===== config.mk =====
export PLATFORM = sky130hd
export DESIGN_NAME = pc_branch_sequencer
export DESIGN_NICKNAME = d
export VERILOG_FILES = /design/src/rtl/pc_branch_sequencer.sv
export SDC_FILE = /design/constraint.sdc
export NUM_CORES = 1
export LEC_CHECK = 0
export BUFFER_PORTS_ARGS = -buffer_cell sky130_fd_sc_hd__buf_2
export CORE_MARGIN = 5
export CORE_UTILIZATION = 40
export CTS_CLUSTER_DIAMETER = 30
export CTS_CLUSTER_SIZE = 30
export DETAILED_ROUTE_END_ITERATION = 6
export MAX_ROUTING_LAYER = met4
export PLACE_DENSITY = 0.68
export SLEW_MARGIN = 40
export SYNTH_ARGS = -nofsm -noshare
export SYNTH_HDL_FRONTEND = slang
export SYNTH_SLANG_ARGS = --single-unit

===== constraint.sdc =====
create_clock -name clk -period 3.8 [get_ports clk]
set_input_delay 0.76 -clock clk [delete_from_list [all_inputs] [get_ports clk]]
set_output_delay 0.76 -clock clk [all_outputs]
set_load 0.005 [all_outputs]

===== src/rtl/pc_branch_sequencer.sv =====
// PC and branch-resolution stage: captures a branch request, resolves it one cycle later
// from cond_y, then redirects with a fetch flush or falls through. Optional counters: PC_BRANCH_STATS_EN.
module pc_branch_sequencer #(
    parameter int              XLEN         = 32,
    parameter logic [XLEN-1:0] RESET_PC     = '0,
    parameter int              PC_STEP      = 4,
    parameter int              FLUSH_CYCLES = 2
) (
    input  logic            clk,
    input  logic            rst_n,
    input  logic            stall,
    input  logic            br_req,
    input  logic            br_uncond,
    input  logic            br_link,
    input  logic [XLEN-1:0] br_target,
    input  logic            cond_y,
    output logic [XLEN-1:0] pc,
    output logic            flush,
    output logic            redirect,
    output logic            link_we,
    output logic [XLEN-1:0] link_data,
    output logic            misalign,
    output logic            busy
`ifdef PC_BRANCH_STATS_EN
    ,
    output logic [15:0]     taken_cnt,
    output logic [15:0]     nottaken_cnt
`endif
);

    typedef enum logic [1:0] {RUN, RESOLVE, FLUSH} state_t;

    localparam logic [XLEN-1:0] STEP       = XLEN'(PC_STEP);
    localparam logic [3:0]      FLUSH_LOAD = 4'(FLUSH_CYCLES - 1);

    state_t          state, state_nxt;
    logic [3:0]      cnt, cnt_nxt;
    logic [XLEN-1:0] pc_nxt, link_data_nxt, pc_inc;
    logic            flush_nxt, redirect_nxt, link_we_nxt, misalign_nxt;
    logic            capture, taken, taken_evt, nottaken_evt;

    logic [XLEN-1:0] cap_target, cap_ret;
    logic            cap_uncond, cap_link;

    assign pc_inc = pc + STEP;
    assign taken  = cap_uncond | cond_y;
    assign busy   = (state != RUN);

    always_comb begin
        state_nxt     = state;
        pc_nxt        = pc;
        cnt_nxt       = cnt;
        flush_nxt     = flush;
        redirect_nxt  = 1'b0;
        link_we_nxt   = 1'b0;
        misalign_nxt  = 1'b0;
        link_data_nxt = link_data;
        capture       = 1'b0;
        taken_evt     = 1'b0;
        nottaken_evt  = 1'b0;
        case (state)
            RUN: begin
                if (!stall) begin
                    if (br_req) begin
                        capture   = 1'b1;
                        state_nxt = RESOLVE;
                    end else begin
                        pc_nxt = pc_inc;
                    end
                end
            end
            RESOLVE: begin
                if (!stall) begin
                    if (taken) begin
                        pc_nxt       = {cap_target[XLEN-1:2], 2'b00};
                        redirect_nxt = 1'b1;
                        flush_nxt    = 1'b1;
                        misalign_nxt = |cap_target[1:0];
                        link_we_nxt  = cap_link;
                        if (cap_link)
                            link_data_nxt = cap_ret;
                        cnt_nxt      = FLUSH_LOAD;
                        state_nxt    = FLUSH;
                        taken_evt    = 1'b1;
                    end else begin
                        pc_nxt       = cap_ret;
                        state_nxt    = RUN;
                        nottaken_evt = 1'b1;
                    end
                end
            end
            FLUSH: begin
                // The flush window is time-based, so stall only freezes the PC here.
                if (!stall)
                    pc_nxt = pc_inc;
                if (cnt == 4'd0) begin
                    state_nxt = RUN;
                    flush_nxt = 1'b0;
                end else begin
                    cnt_nxt = cnt - 4'd1;
                end
            end
            default: state_nxt = RUN;
        endcase
    end

    always_ff @(posedge clk or negedge rst_n) begin
        if (!rst_n) begin
            state     <= RUN;
            cnt       <= 4'd0;
            pc        <= RESET_PC;
            flush     <= 1'b0;
            redirect  <= 1'b0;
            link_we   <= 1'b0;
            link_data <= '0;
            misalign  <= 1'b0;
        end else begin
            state     <= state_nxt;
            cnt       <= cnt_nxt;
            pc        <= pc_nxt;
            flush     <= flush_nxt;
            redirect  <= redirect_nxt;
            link_we   <= link_we_nxt;
            link_data <= link_data_nxt;
            misalign  <= misalign_nxt;
        end
    end

    // Captured branch operands are pure data and only meaningful in RESOLVE.
    always_ff @(posedge clk) begin
        if (capture) begin
            cap_target <= br_target;
            cap_uncond <= br_uncond;
            cap_link   <= br_link;
            cap_ret    <= pc_inc;
        end
    end

`ifdef PC_BRANCH_STATS_EN
    always_ff @(posedge clk or negedge rst_n) begin
        if (!rst_n) begin
            taken_cnt    <= 16'd0;
            nottaken_cnt <= 16'd0;
        end else begin
            if (taken_evt && taken_cnt != 16'hFFFF)
                taken_cnt <= taken_cnt + 16'd1;
            if (nottaken_evt && nottaken_cnt != 16'hFFFF)
                nottaken_cnt <= nottaken_cnt + 16'd1;
        end
    end
`endif

endmodule


# Word-level counts from Yosys, hierarchy flattened
# Index checks and enable logic that the tools add are counted.
# op_classes
n_addsub	2
n_eq_ne	10
mux	32
n_bitwise	2
reduce_logical	11
# ops
op	count
$mux 32	5
$pmux 32 s3	1
$add 32x3->32 const B	1
$ne 2x2->1 const B	8
$reduce_and 4->1	4
$mux 1	15
$mux 4	3
$mux 2	5
$pmux 4 s2	1
$pmux 2 s3	1
$reduce_and 5->1	1
$logic_not 4->1	1
$reduce_bool 2->1	2
$sub 4x1->4 const B	1
$reduce_bool 3->1	1
$eq 2x1->1 const B	1
$eq 2x2->1 const B	1
$logic_not 2->1	1
$pmux 1 s2	1
$reduce_or 2->1	1
$not 1->1	1
$or 1x1->1	1
# totals
ff_bits	140
in_bits	39
out_inout_bits	69

# Longest topological paths before layout
# logic_depth
ltp_word	4
mapped_depth	10
ltp_nobuf	7

# Least setup slack after synthesis
# Ideal clock, no wire load.
# synth_path
path_type	input -> register
startpoint	input stall
endpoint	register cap_link, enable pin
setup_time_ns	0.490
arrival_time_ns	3.686
path_slack_ns	-0.376
cell_stages	2
cell_sequence	nand2b_1 -> nor2_1
# synth_between
elab_chain_len	2
# synth_lines
element	line_no	source
from (decl)	11	input logic stall,
$mux 1	63	if (!stall) begin
$mux 1	61	case (state)
net capture	40	logic capture, taken, taken_evt, nottaken_evt;
to (signal assigned)	134	cap_link <= br_link;
to (decl)	43	logic cap_uncond, cap_link;
# The timed path passes the listed nets, and every way through them passes these cells.
# A chain may end at the register's enable or synchronous reset.

# Final worst setup path
# layout_path
startpoint	register pc[2]
endpoint	register pc[26]
# layout_between
elab_chain_len	4
elab_cells_between_ends	5
cone_classes	add/sub (1); mux (4)
# layout_lines
element	line_no	source
from (decl)	17	output logic [XLEN-1:0] pc,
from (signal assigned)	120	pc <= pc_nxt;
$add 32x3->32 *	45	assign pc_inc = pc + STEP;
$mux 32	64	if (br_req) begin
$mux 32	63	
$pmux 32 s3 *	61	
# Mark *: on every way between the ends. The rest lies on a longest branch, timed or not. The select of a mux whose other input is x is not followed.

==> results.cfg <==
[synth]
post_synth.cell_area_avg_sq_um = 11.3
synth.top_cell.area_share = 0.305
synth_top_cells_by_count = sky130_fd_sc_hd__dfrtp_1 (74), sky130_fd_sc_hd__nand2_1 (73), sky130_fd_sc_hd__edfxtp_1 (66)
postSynthCellCount = 575
synth_flop_cell = sky130_fd_sc_hd__dfrtp_1
synth_most_common_cell = sky130_fd_sc_hd__dfrtp_1
synth_edf_count = 66
ys_seq_area_frac = 0.590
synth_nets = 620
postSynth.asyncResetShare = 0.529
synth_warnings = 0
synth_cell_types = 60
synthTopCellsByArea = sky130_fd_sc_hd__edfxtp_1 (31%), sky130_fd_sc_hd__dfrtp_1 (28%), sky130_fd_sc_hd__mux2_2 (5.5%)
synth_top_area_cell = sky130_fd_sc_hd__edfxtp_1
ys_seq_elements = 140
netlist_area_sq_um = 6500

[power_and_ir_drop]
power_per_cell_area_nw_per_um2 = 762
static-leakage-power_nw = 3.16
vdd.ir_drop.worst_uv = 361
fin_total_pwr_mw = 5.91

[final_layout]
layout-drive-gt1-share = 0.272
flow.area_growth_from_synthesis_pct = 19.3
antenna_cells_inserted = 0
finalNetCount = 719
final_util = 0.488
fillers = 1508

[drt]
antenna_violating_nets_post_route = 0
drt-initial-drc-count = 423
num_vias = 4931
first_pass_iters = 5
detail_route.drc_violations = 0
drt-total-wl_mm = 16.4
post_drt_wl_per_cell_um = 18.3
vias_per_cell = 5.48

[clock_tree]
cts_buffers = 17
cts.sinks = 140
post_cts_resized = 0
cts_tree = yes
clk_latency_ns = 0.42
clkSlewWorstSetupHoldPaths_ns = 0.05
clock_tree.htree_level_count = 4
cts_buffer_depth = 2
cts_hold_buf = 0
cts_setup_buffers = 0
clockRootBuffer = sky130_fd_sc_hd__clkbuf_16

[worst_setup_path]
timing.critical_path.slowest_stage_cell = sky130_fd_sc_hd__nor4_1
timing.critical_path.cells = ha_1 -> nand3_1 -> nor4_1 -> and3_1 -> nor3_1 -> a311oi_1
delay_of_the_slowest_cell_on_the_worst_path_ns = 0.58
critPathRequiredTime_ns = 4.11
criticalPathCategory = flop to flop
worst_setup_path_end_kind = flop
worst-endpoint-arrival_ns = 2.77
timing.critical_path.fanout_max = 8
start_kind = flop

[place]
post-dp-hpwl_mm = 11.0
quantity_of_i_o_buffers_inserted_on_ports = 107
gp_congestion = 0.903

[job]
max_cap_viol_count = 0

[grt]
grt_max_degree = 75
grt_first_pass_wirelength_mm = 26.3
via_count_of_the_first_global_routing_pass = 5134
grt_antenna_before_repair = 0
grt.overflow.total = 0
grt_util_all_layers = 0.186

[timing]
timing.setup.tns_ns = 0
setup-violations-final = 0
finalClockSkew_ns = 0.00993
maxSlewViolCount = 0
rsz0062_at_grt = no
report.final.hold_viol_count = 0
timing.final.crit_share = 0.647
slew_headroom = 0.509
worstMarginPinSlew_ns = 0.736
post-route-min-period_ns = 2.46
fmax_mhz = 407

[die]
rows = 46
die-width_um = 137
total_die_area_sq_um = 18900
core_area_sq_um = 15900
die_h_um = 137
design.portCount = 108
initial_core_util = 0.409

[outcome]
run_status = finished, final reports clean

[min_path]
min_path_type = primary input to async pin
## sequential cells by signal, indices dropped and copies added, names as in the netlist
name	flops
cap_ret	32
cap_target	32
link_data	32
pc	32
cnt	4
state	2
cap_link	1
cap_uncond	1
flush	1
link_we	1
misalign	1
redirect	1
## metal layers
layer	global-route usage	share of wire
met5	-	0
met4	0.0787	0.016
met3	0.0427	0.058
met2	0.292	0.49
met1	0.232	0.44
## cell families after synthesis
kind of cell,share of synthesized area
AOI/OAI and AO/OA,0.0953
xor gates and xnor gates,0.0377
buffers and inverters,0.0306
muxes,0.0647
DFF,0.590
adders and majority gates,0.0116
and+or+nand+nor,0.170
## cell usage in the layout (no fill, tap or decap), types with 5 or more instances in the layout
cell / Yosys / final
sky130_fd_sc_hd__o21ai_0: 33 / 33
sky130_fd_sc_hd__ha_1: 6 / 5
sky130_fd_sc_hd__nor2_1: 40 / 38
sky130_fd_sc_hd__nand3_1: 36 / 36
sky130_fd_sc_hd__and3_1: 8 / 8
sky130_fd_sc_hd__nor3_1: 11 / 11
sky130_fd_sc_hd__buf_4: 2 / 9
sky130_fd_sc_hd__clkbuf_1: 22 / 7
sky130_fd_sc_hd__nand2_1: 73 / 73
sky130_fd_sc_hd__inv_1: 10 / 10
sky130_fd_sc_hd__dfrtp_1: 74 / 74
sky130_fd_sc_hd__clkbuf_16: 0 / 17
sky130_fd_sc_hd__xor2_1: 9 / 9
sky130_fd_sc_hd__nand4_1: 16 / 16
sky130_fd_sc_hd__xnor2_1: 19 / 19
sky130_fd_sc_hd__edfxtp_1: 66 / 66
sky130_fd_sc_hd__mux2i_1: 6 / 6
sky130_fd_sc_hd__mux2_2: 32 / 32
sky130_fd_sc_hd__buf_2: 8 / 106
sky130_fd_sc_hd__a21oi_1: 20 / 19
## worst max-delay path, delay by kind of cell (launching register included)
family,cells,cell delay (ns)
AO/OA/AOI/OAI,1,0.25
adder cells (fa/ha/maj),1,0.36
flip-flops,1,0.49
AND/OR/NAND/NOR,4,1.24
## worst paths after layout
path                                              start                        to  slack (ns)  depth (start not counted)
worst max-delay path                  pc[2]$_DFFE_PN0P_        pc[26]$_DFFE_PN0P_        1.34                          6
min in group clk                cap_target[0]$_DFFE_PP_        misalign$_DFF_PN0_        0.46                          1
worst min-delay path                              rst_n        cnt[0]$_DFFE_PN0P_        0.36                          1
worst min register to register  cap_target[0]$_DFFE_PP_        misalign$_DFF_PN0_        0.46                          1
max in group asynchronous                         rst_n  link_data[6]$_DFFE_PN0P_        2.92                          1
worst max register to register        pc[2]$_DFFE_PN0P_        pc[26]$_DFFE_PN0P_        1.34                          6
## metrics by stage
step / worst slack [ns] / std cells / instance area [sq um] / hold WS (ns)
2_1_floorplan: 0.727 / 575 / 6500 / 0.428
3_3_place_gp: 1.16 / 871 / 7230 / 0.430
3_5_place_dp: 1.33 / 871 / 7240 / 0.456
4_1_cts: 1.34 / 900 / 7750 / 0.405
5_1_grt: 1.10 / 900 / 7750 / 0.447
6_report: 1.34 / 900 / 7750 / 0.361
## power by group
part           leakage (nW)  internal (mW)  switching (mW)
logic                  1.42          0.831            1.05
registers              1.50           2.11           0.431
clock network         0.248          0.901           0.590
## final cells by class
type                       instances  area [sq um]  area share
clock buffer                      25           465      0.0600
clock inverter                     4          43.8     0.00565
inverter                          11          41.3     0.00533
sequential                       140          3830       0.494
tap                              216           270      0.0349
multi-input combinational        388          2490       0.321
timing repair buffer             116           609      0.0786
(Power assumes the default switching activity.)
